`config.mk`:
```
export PLATFORM = sky130hd
export DESIGN_NAME = seven_seg_mux_driver
export DESIGN_NICKNAME = d
export VERILOG_FILES = /design/src/rtl/seven_seg_pkg.sv /design/src/rtl/seven_seg_mux_driver_bcd_seq_converter.sv /design/src/rtl/seven_seg_mux_driver.sv
export SDC_FILE = /design/constraint.sdc
export NUM_CORES = 1
export LEC_CHECK = 0
export BUFFER_PORTS_ARGS = -buffer_cell sky130_fd_sc_hd__buf_2
export CAP_MARGIN = 40
export CELL_PAD_IN_SITES_DETAIL_PLACEMENT = 0
export CELL_PAD_IN_SITES_GLOBAL_PLACEMENT = 2
export CORE_UTILIZATION = 30
export DETAILED_ROUTE_END_ITERATION = 10
export PLACE_DENSITY_LB_ADDON = 0.1
export SETUP_SLACK_MARGIN = 0.4
export SLEW_MARGIN = 20
export SYNTH_ARGS = -nofsm -noshare
export SYNTH_HDL_FRONTEND = slang
export SYNTH_HIERARCHICAL = 1
export SYNTH_SLANG_ARGS = --single-unit
```
`constraint.sdc`:
```
create_clock -name clk -period 2 [get_ports clk]
set_input_delay 0 -clock clk [delete_from_list [all_inputs] [get_ports clk]]
set_output_delay 0 -clock clk [all_outputs]
set_load 0.02 [all_outputs]
```
`src/rtl/seven_seg_pkg.sv`:
```
// Shared constants for the multiplexed seven-segment driver: segment codes
// (active-low form, bit 6 = a ... bit 0 = g), converter state encoding and
// BCD sizing helper.
package seven_seg_pkg;

  localparam logic [6:0] SEG_0     = 7'b0000001;
  localparam logic [6:0] SEG_1     = 7'b1001111;
  localparam logic [6:0] SEG_2     = 7'b0010010;
  localparam logic [6:0] SEG_3     = 7'b0000110;
  localparam logic [6:0] SEG_4     = 7'b1001100;
  localparam logic [6:0] SEG_5     = 7'b0100100;
  localparam logic [6:0] SEG_6     = 7'b0100000;
  localparam logic [6:0] SEG_7     = 7'b0001111;
  localparam logic [6:0] SEG_8     = 7'b0000000;
  localparam logic [6:0] SEG_9     = 7'b0000100;
  localparam logic [6:0] SEG_DASH  = 7'b1111110;
  localparam logic [6:0] SEG_BLANK = 7'b1111111;

  // Conversion FSM state encoding
  typedef logic [1:0] conv_state_t;
  localparam conv_state_t IDLE   = 2'd0;
  localparam conv_state_t SHIFT  = 2'd1;
  localparam conv_state_t COMMIT = 2'd2;

  // Number of BCD digits needed to hold any bin_w-bit value
  function automatic int bcd_digits(input int bin_w);
    return (bin_w * 32'sd3) / 32'sd10 + 32'sd1;
  endfunction

  // Active-low segment pattern for one BCD digit; non-decimal nibbles blank
  function automatic logic [6:0] seg_code(input logic [3:0] digit);
    logic [6:0] code;
    case (digit)
      4'd0:    code = SEG_0;
      4'd1:    code = SEG_1;
      4'd2:    code = SEG_2;
      4'd3:    code = SEG_3;
      4'd4:    code = SEG_4;
      4'd5:    code = SEG_5;
      4'd6:    code = SEG_6;
      4'd7:    code = SEG_7;
      4'd8:    code = SEG_8;
      4'd9:    code = SEG_9;
      default: code = SEG_BLANK;
    endcase
    return code;
  endfunction

endpackage

```
`src/rtl/seven_seg_mux_driver_bcd_seq_converter.sv`:
```
// Sequential double-dabble binary-to-BCD converter. A start accepted in IDLE
// runs BIN_W shift cycles and one COMMIT cycle; done is high during COMMIT,
// when bcd holds the finished result, and busy falls at the end of it.
module bcd_seq_converter
  import seven_seg_pkg::*;
#(
  parameter int BIN_W = 13,
  parameter int BCD_D = bcd_digits(BIN_W)
) (
  input  logic                 clk,
  input  logic                 rst_n,
  input  logic                 start,
  input  logic [BIN_W-1:0]     num,
  output logic                 busy,
  output logic                 done,
  output logic [4*BCD_D-1:0]   bcd
);

  localparam int BCD_W = 4 * BCD_D;
  localparam int CNT_W = $clog2(BIN_W + 1);

  conv_state_t        r_state;
  logic [CNT_W-1:0]   r_cnt;
  logic [BIN_W-1:0]   r_bin;
  logic [BCD_W-1:0]   r_bcd;
  logic               r_busy;
  logic [BCD_W-1:0]   w_adj;

  // Add-3 correction of every BCD nibble that is 5 or more, ahead of the shift
  always_comb begin
    w_adj = '0;
    for (int d = 0; d < BCD_D; d++) begin
      if (r_bcd[4*d +: 4] >= 4'd5) begin
        w_adj[4*d +: 4] = r_bcd[4*d +: 4] + 4'd3;
      end else begin
        w_adj[4*d +: 4] = r_bcd[4*d +: 4];
      end
    end
  end

  // Conversion FSM: capture, BIN_W shifts, one commit cycle, back to idle
  always_ff @(posedge clk or negedge rst_n) begin
    if (!rst_n) begin
      r_state <= IDLE;
      r_cnt   <= '0;
      r_bin   <= '0;
      r_bcd   <= '0;
      r_busy  <= 1'b0;
    end else begin
      case (r_state)
        IDLE: begin
          if (start) begin
            r_bin   <= num;
            r_bcd   <= '0;
            r_cnt   <= '0;
            r_busy  <= 1'b1;
            r_state <= SHIFT;
          end else begin
            r_state <= IDLE;
          end
        end
        SHIFT: begin
          {r_bcd, r_bin} <= {w_adj[BCD_W-2:0], r_bin, 1'b0};
          if (r_cnt == CNT_W'(BIN_W - 1)) begin
            r_cnt   <= '0;
            r_state <= COMMIT;
          end else begin
            r_cnt   <= r_cnt + CNT_W'(1);
          end
        end
        COMMIT: begin
          r_busy  <= 1'b0;
          r_state <= IDLE;
        end
        default: begin
          r_busy  <= 1'b0;
          r_state <= IDLE;
        end
      endcase
    end
  end

  assign busy = r_busy;
  assign done = (r_state == COMMIT);
  assign bcd  = r_bcd;

endmodule

```
`src/rtl/seven_seg_mux_driver.sv`:
```
// Multiplexed seven-segment display driver: converts a binary operand to BCD,
// latches it into the display register at commit, and scans N_DIGITS digits
// with leading-zero blanking, per-digit decimal points and overflow dashes.
module seven_seg_mux_driver
  import seven_seg_pkg::*;
#(
  parameter int N_DIGITS      = 4,
  parameter int BIN_W         = 13,
  parameter int REFRESH_DIV_W = 18,
  parameter bit ACTIVE_LOW    = 1'b1,
  parameter bit BLANK_LZ      = 1'b1
) (
  input  logic                 clk,
  input  logic                 rst_n,
  input  logic [BIN_W-1:0]     num,
  input  logic                 load,
  input  logic [N_DIGITS-1:0]  dp_mask,
  output logic                 busy,
  output logic                 overflow,
  output logic [N_DIGITS-1:0]  Anode,
  output logic [6:0]           LED_out,
  output logic                 dp_out
);

  localparam int BCD_D = bcd_digits(BIN_W);
  localparam int EXT_D = (BCD_D > N_DIGITS) ? BCD_D : N_DIGITS;
  localparam int IDX_W = $clog2(N_DIGITS);

  logic                      w_done;
  logic [4*BCD_D-1:0]        w_bcd;
  logic [4*EXT_D-1:0]        w_bcd_ext;
  logic                      w_ovf;

  logic [4*N_DIGITS-1:0]     r_disp;
  logic                      r_ovf;
  logic [REFRESH_DIV_W-1:0]  r_presc;
  logic [IDX_W-1:0]          r_idx;

  logic [IDX_W-1:0]          w_pos;
  logic [3:0]                w_nib;
  logic                      w_lead_zero;
  logic [6:0]                w_seg;
  logic [N_DIGITS-1:0]       w_anode_hi;

  bcd_seq_converter #(
    .BIN_W (BIN_W),
    .BCD_D (BCD_D)
  ) u_conv (
    .clk   (clk),
    .rst_n (rst_n),
    .start (load),
    .num   (num),
    .busy  (busy),
    .done  (w_done),
    .bcd   (w_bcd)
  );

  // Zero-extend so narrow operands still fill every displayed digit
  assign w_bcd_ext = (4*EXT_D)'(w_bcd);

  // Overflow when any BCD nibble beyond the displayed digits is nonzero
  always_comb begin
    w_ovf = 1'b0;
    for (int d = N_DIGITS; d < EXT_D; d++) begin
      if (w_bcd_ext[4*d +: 4] != 4'd0) begin
        w_ovf = 1'b1;
      end else begin
        w_ovf = w_ovf;
      end
    end
  end

  // Display register and overflow flag change only on the converter commit
  always_ff @(posedge clk or negedge rst_n) begin
    if (!rst_n) begin
      r_disp <= '0;
      r_ovf  <= 1'b0;
    end else if (w_done) begin
      r_disp <= w_bcd_ext[4*N_DIGITS-1:0];
      r_ovf  <= w_ovf;
    end else begin
      r_disp <= r_disp;
      r_ovf  <= r_ovf;
    end
  end

  // Free-running prescaler; digit index advances on each prescaler wrap
  always_ff @(posedge clk or negedge rst_n) begin
    if (!rst_n) begin
      r_presc <= '0;
      r_idx   <= '0;
    end else begin
      r_presc <= r_presc + REFRESH_DIV_W'(1);
      if (r_presc == {REFRESH_DIV_W{1'b1}}) begin
        if (r_idx == IDX_W'(N_DIGITS - 1)) begin
          r_idx <= '0;
        end else begin
          r_idx <= r_idx + IDX_W'(1);
        end
      end else begin
        r_idx <= r_idx;
      end
    end
  end

  // Pick the scanned digit: index 0 is leftmost, i.e. the most significant
  // nibble, which is also the anode bit position; apply blanking and dashes
  always_comb begin
    w_pos       = IDX_W'(N_DIGITS - 1) - r_idx;
    w_nib       = r_disp[4*w_pos +: 4];
    w_lead_zero = 1'b1;
    for (int d = 0; d < N_DIGITS; d++) begin
      if ((d >= int'(w_pos)) && (r_disp[4*d +: 4] != 4'd0)) begin
        w_lead_zero = 1'b0;
      end else begin
        w_lead_zero = w_lead_zero;
      end
    end
    if (r_ovf) begin
      w_seg = SEG_DASH;
    end else if (BLANK_LZ && w_lead_zero && (w_pos != '0)) begin
      w_seg = SEG_BLANK;
    end else begin
      w_seg = seg_code(w_nib);
    end
    w_anode_hi        = '0;
    w_anode_hi[w_pos] = 1'b1;
  end

  // Registered outputs, one cycle behind the digit index, polarity applied
  always_ff @(posedge clk or negedge rst_n) begin
    if (!rst_n) begin
      Anode   <= {N_DIGITS{ACTIVE_LOW}};
      LED_out <= {7{ACTIVE_LOW}};
      dp_out  <= ACTIVE_LOW;
    end else begin
      Anode   <= ACTIVE_LOW ? ~w_anode_hi : w_anode_hi;
      LED_out <= ACTIVE_LOW ? w_seg : ~w_seg;
      dp_out  <= ACTIVE_LOW ? ~dp_mask[r_idx] : dp_mask[r_idx];
    end
  end

  assign overflow = r_ovf;

endmodule
```
==> results of run 1 <==
cell type report:
class	instances	share of cell area, %
sequential	84	40.4
multi-input combinational	240	35.6
timing repair buffer	81	11.9
clock buffer	11	4.43
tap	176	4.19
inverter	32	2.29
clock inverter	5	1.19
through the flow:
stage	power [mW]	util, %	cells	hold WS [ps]
2_1_floorplan	4.26	-	373	-296
3_3_place_gp	4.82	34.0	576	2.85
3_5_place_dp	4.81	34.0	576	1.89
4_1_cts	6.64	38.7	623	65.0
5_1_grt	7.12	39.4	629	113
6_report	6.58	39.4	629	74.4
synthesized netlist by cell type (3+ instances only):
library cell,n
o21ai_0,7
o21bai_1,4
o311ai_1,4
nor2b_1,7
dfrtp_1,72
nor2_1,23
nand2_1,45
buf_6,7
dfstp_2,12
nand4_1,3
o22ai_1,3
ha_1,21
mux2_2,16
a32o_1,4
nor3_1,3
xor2_1,8
o21a_1,4
inv_1,32
clkbuf_1,3
a21oi_1,6
a31oi_1,13
buf_4,4
nand3_1,6
xnor2_1,12
mux2i_1,4
mux4_2,4
buf_2,3
o221ai_1,4
o31ai_1,4
nor4_1,5
o32ai_1,3
o2111ai_1,8
worst max-delay path: stages, from the launching register on:
cell     delay [ps]
dfrtp_2         430
mux4_2          590
buf_4           180
xnor2_1         110
o32a_2          310
power by group through the flow:
stage / clock network [mW] / logic, mW / registers (mW)
detailed placement: 0 / 2.26 / 2.55
global placement: 0 / 2.27 / 2.55
finish: 1.68 / 2.39 / 2.51
global route: 1.81 / 2.73 / 2.58
CTS: 1.76 / 2.37 / 2.52
floorplan: 0 / 1.80 / 2.46
flip-flops by register name, indices dropped and copies added (netlist names):
| register | cells |
|---|---|
| u_conv/busy | 1 |
| u_conv/r_state | 2 |
| r_presc | 18 |
| LED_out | 7 |
| dp_out | 1 |
| r_idx | 2 |
| u_conv/r_bin | 13 |
| r_disp | 16 |
| Anode | 4 |
| u_conv/bcd | 16 |
| u_conv/r_cnt | 4 |
per-layer routing:
metal	up-vias	track usage (%)	share of wire (%)
li1	1467	-	-
met1	1471	17.5	49
met2	28	21.0	46
met3	13	2.80	2.3
met4	0	7.42	2.3
met5	-	0	0
repair_timing:
action / 4_1_cts / 5_1_grt
endpoints found under the setup margin: 9 / 31
pin swaps: 8 / 7
setup buffers: 13 / 6
hold buffers: 18 / 0
gates resized for setup: 8 / 9
endpoints found under the hold margin: 45 / 0
worst paths after layout:
path,slack (ps),from,endpoint,cells past startpoint
setup / recovery,300,r_idx[0]$_DFFE_PN0N_,LED_out[0]$_DFF_PN1_,4
hold / removal,70,num[0],u_conv/r_bin[0]$_DFFE_PN0P_,4
setup reg to reg,300,r_idx[0]$_DFFE_PN0N_,LED_out[0]$_DFF_PN1_,4
hold reg to reg,470,r_presc[8]$_DFF_PN0_,r_presc[8]$_DFF_PN0_,1
max in group asynchronous,1160,rst_n,dp_out$_DFF_PN1_,3
min in group asynchronous,160,rst_n,u_conv/bcd[9]$_DFFE_PN0P_,2
cells by family (layout without fill, tap and decap cells):
kind of cell	Yosys count	after routing	synth area share, %
simple gates	100	100	10.9
flops	84	84	51.1
compound gates	71	71	12.6
buf+inv	49	129	6.16
mux	27	27	8.66
fa+ha+maj	21	21	6.34
xor+xnor	20	20	4.22
other cells	1	1	0.0904
==> out/metrics.yaml, run 1 <==
die:
  start_util_pct: 31.1
  design.core.area_um2: 13300
  die_y_um: 120
  die_w_um: 120
  dieArea_um2: 14300
  ios: 34
  fp-row-count: 42
cts:
  h-tree-depth: 3
  cts-root-buf: "clkbuf_16"
  cts.sinks: 84
  cts_tree: "done"
  clockBufferDepth: 2
  clkTransAtPathRegs_ps: 60
  numCtsBuffers: 9
  insertion_delay_ps: 340
layout:
  n_fill_cell: 1363
  layout_common_cells: "dfrtp_1 (68), nand2_1 (45), buf_2 (31)"
  area_growth_pct: 26.7
  layout_commonest_cell: "dfrtp_1"
  ff_latch_area_um2: 2120
  drive_gt1_share_pct: 28.9
  antenna_cells: 0
  final_area_um2: 5250
  multi_input_area_um2: 1870
  nets: 489
synth:
  seq_area_frac_synth_pct: 51.1
  synth.net_count: 414
  syn_area_per_cell_um2: 11.1
  synth_top_area_cell: "dfrtp_1"
  yosysTopAreaCellShare_pct: 43.5
  ys_async_sr_fraction_pct: 100
  synth_ff_type: "dfrtp_1"
  synth_edf_count: 0
  synth-seq-cells: 84
  syn_inst: 373
  netlist_area_um2: 4150
  ys_warn_count: 6
  synthTopCellsByArea: "dfrtp_1 (43%), dfstp_2 (7.6%), ha_1 (6.3%), mux2_2 (4.3%), nand2_1 (4.1%)"
  ys_types: 46
placement:
  dp_slack_ps: 207
  gp_congestion: 0.739
  port_buffers: 32
  hpwl_um: 5660
  place_area_um2: 4540
drt:
  drc: 0
  vias: 2979
  wl_per_cell_um: 13.7
  ant_nets: 0
  drtPass1Iterations: 4
  vias_per_cell: 4.74
  routed_wl_um: 8640
  drt_iter0_markers: 115
sta:
  maxSlewViolCount: 0
  period_share_pct: 85.0
  final.setup_skew_ps: 9.57
  fmax_mhz: 588
  rsz0062_at_grt: "yes"
  finalHoldViolCount: 0
  setup_tns_ps: 0
  fin_ws_ps: 299
  min_period_ps: 1700
  final-setup-viol-count: 0
pwr:
  clkPwrFrac_pct: 25.5
  switching_power_mw: 2.32
  power_frac_seq_pct: 38.2
  switching_share_pct: 35.2
  peakVddDrop_v: 0.000367
  leakagePower_nw: 2.41
  p_per_area_nw_per_um2: 1250
  p_int_mw: 4.26
  pwr-share-comb_pct: 36.4
run_status:
  status: "finished clean"
setup_path:
  cp.required_ps: 2270
  critPathLaunchType: "register"
  end_kind: "register"
  cp_max_fo: 6
  crit_type: "register to register"
  crit_arrival_ps: 1970
grt:
  grt_first_pass_wirelength_um: 15000
  grt_use_total_pct: 13.5
  overflow: 0
  antenna_found_initial: 0
  grt_pass1_vias: 3075
  grt_start_max_net_pins: 36
min_path:
  hp-class: "input port to register"
job:
  cap_violations: 0
(Power assumes the default switching activity.)
==> inputs of run 2 (changes only) <==
==> constraint.sdc (replaced) <==
create_clock -name clk -period 1.53 [get_ports clk]
set_input_delay 0 -clock clk [delete_from_list [all_inputs] [get_ports clk]]
set_output_delay 0 -clock clk [all_outputs]
set_load 0.02 [all_outputs]
==> run 2 against run 1 <==
Against the previous run: combinational power rose to 2.8 times the previous value; die area unchanged; global-route usage up 2.0 points; largest cell class is now multi-input gates; the flow now finishes with violations (setup timing); first-iteration DRC count down 16%; critical path depth unchanged; count of clock-buffer cells in the layout up 1; cell area up 35%; register-to-register slack worse by 450 ps; non-clock buffer count up 80; wire length up 27%; sequential power up 37%.
==> out/metrics.yaml, run 2 (synthesis results as in run 1) <==
min_path:
  hp-class: "input port to register"
setup_path:
  critPathLaunchType: "register"
  cp_max_fo: 6
  end_kind: "register"
  ff2ff_setup_slack_ps: -150
  crit_type: "register to register"
  cp.required_ps: 1790
  crit_arrival_ps: 1940
sta:
  maxSlewViolCount: 0
  setup_tns_ps: -968
  final-setup-viol-count: 9
  finalHoldViolCount: 0
  period_share_pct: 110
  fmax_mhz: 595
  final.setup_skew_ps: 5.73
  min_period_ps: 1680
  rsz0062_at_grt: "yes"
  fin_ws_ps: -152
die:
  die_w_um: 120
  start_util_pct: 31.1
  design.core.area_um2: 13300
  fp-row-count: 42
  dieArea_um2: 14300
  die_y_um: 120
  ios: 34
cts:
  clkTransAtPathRegs_ps: 60
  clockBufferDepth: 2
  h-tree-depth: 3
  insertion_delay_ps: 340
  cts.sinks: 84
  numCtsBuffers: 9
  cts-root-buf: "clkbuf_16"
  cts_tree: "done"
placement:
  port_buffers: 32
  gp_congestion: 0.728
  dp_slack_ps: -242
  hpwl_um: 6150
  place_area_um2: 5070
  dp.cells: 613
layout:
  area_growth_pct: 71.4
  nets: 570
  final_area_um2: 7110
  final_cell_count_no_fill: 710
  top_register: "r_presc"
  antenna_cells: 0
  drive_gt1_share_pct: 61.8
  layout_common_cells: "buf_4 (63), dfrtp_1 (63), buf_6 (31), buf_2 (31), inv_1 (20)"
  largest_reg_flops: 18
drt:
  ant_nets: 0
  vias: 3333
  vias_per_cell: 4.69
  routed_wl_um: 10900
  drc: 0
  drt_iter0_markers: 97
  drtPass1Iterations: 4
  wl_per_cell_um: 15.4
job:
  cap_violations: 0
pwr:
  switching_power_mw: 4.53
  switching_share_pct: 36.0
  power_frac_seq_pct: 27.3
  pwr-share-comb_pct: 54.0
  p_int_mw: 8.04
  peakVddDrop_v: 0.000836
  p_per_area_nw_per_um2: 1770
  clkPwrFrac_pct: 18.7
  leakagePower_nw: 3.21
run_status:
  status: "finished, violations left"
  violations: "setup timing"
grt:
  overflow: 0
  antenna_found_initial: 0
  grt_first_pass_wirelength_um: 17200
  grt_start_max_net_pins: 35
  grt_pass1_vias: 3433
  grt_use_total_pct: 15.5
-- run 2: cell types whose count changed in the layout (fill, tap and decap cells not counted), sizes merged --
| cell | delta |
|---|---|
| clkinvlp | -1 |
| bufinv | +1 |
| clkinv | -1 |
| dlygate4sd3 | -1 |
| buf | +77 |
| clkbuf | +5 |
| o21ba | +1 |
-- run 2: layout make-up --
| class | instances | area (um2) |
|---|---|---|
| Fill cell | 1184 | 6240 |
| Multi-Input combinational cell | 241 | 2750 |
| Sequential cell | 84 | 2130 |
| Timing Repair Buffer | 161 | 1560 |
| Clock buffer | 12 | 246 |
| Tap cell | 176 | 220 |
| Inverter | 32 | 125 |
| Clock inverter | 4 | 72.6 |
-- run 2: critical path, cell delays in order, from the launching register on --
cell	delay [ps]
dfrtp_2	430
buf_6	120
mux4_2	580
xnor2_1	160
o32a_2	320
-- run 2: final timing paths --
check | from | endpoint | cells past startpoint
setup / recovery | r_idx[0]$_DFFE_PN0N_ | LED_out[0]$_DFF_PN1_ | 4
hold / removal | load | u_conv/busy$_DFFE_PN0P_ | 3
setup reg to reg | r_idx[0]$_DFFE_PN0N_ | LED_out[0]$_DFF_PN1_ | 4
hold reg to reg | r_presc[16]$_DFF_PN0_ | r_presc[16]$_DFF_PN0_ | 1
max in group asynchronous | rst_n | u_conv/bcd[8]$_DFFE_PN0P_ | 3
min in group asynchronous | rst_n | r_disp[13]$_DFFE_PN0P_ | 2
-- run 2: routing by layer --
layer	routed length, um	up-vias	GRT usage, %
met5	0	-	0
met4	110	0	5.78
met3	268	8	3.47
met2	5710	41	26.5
met1	4860	1653	18.9
li1	-	1631	-
-- run 2: per-stage QoR --
stage | util, % | power (mW) | hold slack [ps]
final | 53.3 | 12.6 | 62.1
after global routing | 53.3 | 13.3 | 95.2
after CTS | 48.0 | 10.8 | 21.8
after detailed placement | 38.0 | 6.82 | -35.4
after global placement | 38.0 | 6.80 | -32.7
after floorplan | - | 5.93 | -296
-- run 2: power by group through the flow --
stage | clock network, mW | logic [mW] | registers, mW
2_1_floorplan | 0 | 2.69 | 3.25
3_3_place_gp | 0 | 3.45 | 3.35
3_5_place_dp | 0 | 3.46 | 3.36
4_1_cts | 2.43 | 4.94 | 3.38
5_1_grt | 2.53 | 7.30 | 3.51
6_report | 2.35 | 6.78 | 3.43
-- run 2: repair_timing --
action                     CTS  global route
setup endpoints to repair   74            76
setup buffers               38            16
gates resized for setup    112            91
gates cloned                 5             5
hold buffers                17             0
pin swaps                   32            50
hold endpoints to repair    65             0
==> inputs of run 3 (changes only) <==
--- a/config.mk
+++ b/config.mk
@@ -9,6 +9,7 @@
 export CAP_MARGIN = 40
 export CELL_PAD_IN_SITES_DETAIL_PLACEMENT = 0
 export CELL_PAD_IN_SITES_GLOBAL_PLACEMENT = 2
+export CORE_ASPECT_RATIO = 2
 export CORE_UTILIZATION = 30
 export DETAILED_ROUTE_END_ITERATION = 10
 export PLACE_DENSITY_LB_ADDON = 0.1
@@ -18,3 +19,4 @@
 export SYNTH_HDL_FRONTEND = slang
 export SYNTH_HIERARCHICAL = 1
 export SYNTH_SLANG_ARGS = --single-unit
+export TNS_END_PERCENT = 1
==> run 3 against run 2 <==
Against the previous run: first-iteration DRC count fell by 23%; maximum frequency fell by 0.41%; critical endpoint unchanged; the flow still finishes with violations (setup timing); worst setup slack got worse by 7.0 ps; critical path type unchanged; utilization fell by 7.0 points; combinational power fell by 25%; largest cell class unchanged; die area rose by 0.20%.
==> out/metrics.yaml, run 3 (synthesis results as in run 1) <==
layout:
  largest_reg_flops: 18
  nets: 520
  n_fill_cell: 1209
  drive_gt1_share_pct: 50.8
  layout_common_cells: "dfrtp_1 (69), buf_4 (45), nand2_1 (36)"
  antenna_cells: 0
  top_register: "r_presc"
  ff_latch_area_um2: 2120
  area_growth_pct: 49.9
  multi_input_area_um2: 2500
  final_area_um2: 6210
  layout_commonest_cell: "dfrtp_1"
sta:
  finalHoldViolCount: 0
  rsz0062_at_grt: "yes"
  min_period_ps: 1690
  final.setup_skew_ps: 5.79
  period_share_pct: 110
  fmax_mhz: 592
  maxSlewViolCount: 0
  final-setup-viol-count: 9
  fin_ws_ps: -159
die:
  design.core.area_um2: 13400
  die_w_um: 85.1
  start_util_pct: 30.9
  dieArea_um2: 14300
  die_y_um: 168
  fp-row-count: 60
  ios: 34
placement:
  hpwl_um: 6920
  gp_congestion: 0.730
  port_buffers: 32
  place_area_um2: 4940
run_status:
  violations: "setup timing"
  status: "finished, violations left"
drt:
  drt_iter0_markers: 75
  vias_per_cell: 4.96
  met2_length_um: 5890
  wl_met1_um: 3760
  vias: 3171
  drc: 0
  wl_per_cell_um: 15.8
  drtPass1Iterations: 4
  routed_wl_um: 10100
  highest_layer: "met4"
  wl_met3_um: 173
  ant_nets: 0
cts:
  cts.sinks: 84
  clkTransAtPathRegs_ps: 60
  clockBufferDepth: 2
  numCtsBuffers: 9
  h-tree-depth: 3
  cts_tree: "done"
  insertion_delay_ps: 340
  cts-root-buf: "clkbuf_16"
pwr:
  peakVddDrop_v: 0.00107
  p_per_area_nw_per_um2: 1750
  leakagePower_nw: 2.74
  power_mw: 10.9
grt:
  grt_start_max_net_pins: 35
  grt_use_total_pct: 14.9
  grt_pass1_vias: 3399
  antenna_found_initial: 0
  grt_first_pass_wirelength_um: 16600
  overflow: 0
setup_path:
  cp.required_ps: 1800
  crit_arrival_ps: 1950
  cp_top_family: "multiplexers"
  crit_buf_inv: 1
  critPathLaunchType: "register"
  crit_type: "register to register"
  max_stage_delay_ps: 560
  end_kind: "register"
  crit_path_cell_trace: "buf_4 > mux4_2 > xnor2_1 > o32a_2"
  cp_max_fo: 7
  cpMaxStageDelayCell: "mux4_2"
min_path:
  hp-class: "input port to register"
job:
  cap_violations: 0
-- run 3: changes by cell type in the layout (fill, tap and decap cells not counted), sizes merged --
cell / previous run / this run
buf: 140 / 96
clkinv: 1 / 4
clkbuf: 16 / 9
dlygate4sd3: 17 / 16
o21ba: 2 / 1
inv: 32 / 33
clkinvlp: 1 / 0
-- run 3: metrics by stage --
step                worst slack [ps]  TNS [ps]  utilization [%]  hold slack, ps  std cells
global placement                -262     -1920             36.7           -16.2        605
CTS                             -192     -1240             44.1            4.18        638
floorplan                       -140     -1290                -            -296        373
detailed placement              -287     -2130             36.7           -12.7        605
global route                    -256     -2040             46.2            28.4        639
finish                          -159     -1080             46.2            5.76        639
-- run 3: worst paths after layout --
| kind | from | endpoint | slack, ps | cells after the start |
|---|---|---|---|---|
| setup reg to reg | r_idx[0]$_DFFE_PN0N_ | LED_out[0]$_DFF_PN1_ | -160 | 4 |
| setup / recovery | r_idx[0]$_DFFE_PN0N_ | LED_out[0]$_DFF_PN1_ | -160 | 4 |
| hold reg to reg | r_presc[12]$_DFF_PN0_ | r_presc[12]$_DFF_PN0_ | 460 | 1 |
| hold / removal | dp_mask[1] | dp_out$_DFF_PN1_ | 6 | 3 |
| min in group asynchronous | rst_n | r_presc[11]$_DFF_PN0_ | 150 | 2 |
| max in group asynchronous | rst_n | LED_out[4]$_DFF_PN1_ | 830 | 3 |
-- run 3: layout make-up --
cell class	instances	share of cell area, %
Inverter	32	1.97
Sequential cell	84	34.1
Clock inverter	7	1.61
Timing Repair Buffer	112	15.3
Tap cell	155	3.12
Clock buffer	9	3.62
Multi-Input combinational cell	240	40.3
-- run 3: where the power goes --
| part | internal (mW) | switching [mW] | total [mW] | leakage [nW] |
|---|---|---|---|---|
| Sequential | 2.83 | 0.577 | 3.41 | 1.06 |
| Clock | 1.44 | 0.955 | 2.40 | 0.160 |
| Combinational | 2.56 | 2.52 | 5.09 | 1.53 |
| Total | 6.83 | 4.06 | 10.9 | 2.74 |
-- run 3: worst reg2reg max path, cell delays in order (launching register included) --
cell and delay, ps:
dfrtp_2 440, buf_4 140, mux4_2 560, xnor2_1 160, o32a_2 320
-- run 3: per-layer routing --
layer / up-vias / global-route usage (%)
met3: 12 / 2.06
met5: - / 0
met1: 1590 / 15.0
met4: 0 / 6.41
li1: 1528 / -
met2: 41 / 29.3
-- run 3: timing repair --
| item | CTS | global route |
|---|---|---|
| setup endpoints to repair | 72 | 73 |
| gates resized for setup | 122 | 52 |
| endpoints found under the hold margin | 95 | 0 |
| buffers inserted | 1 | 1 |
| pin swaps | 67 | 66 |
| hold buffers | 16 | 0 |
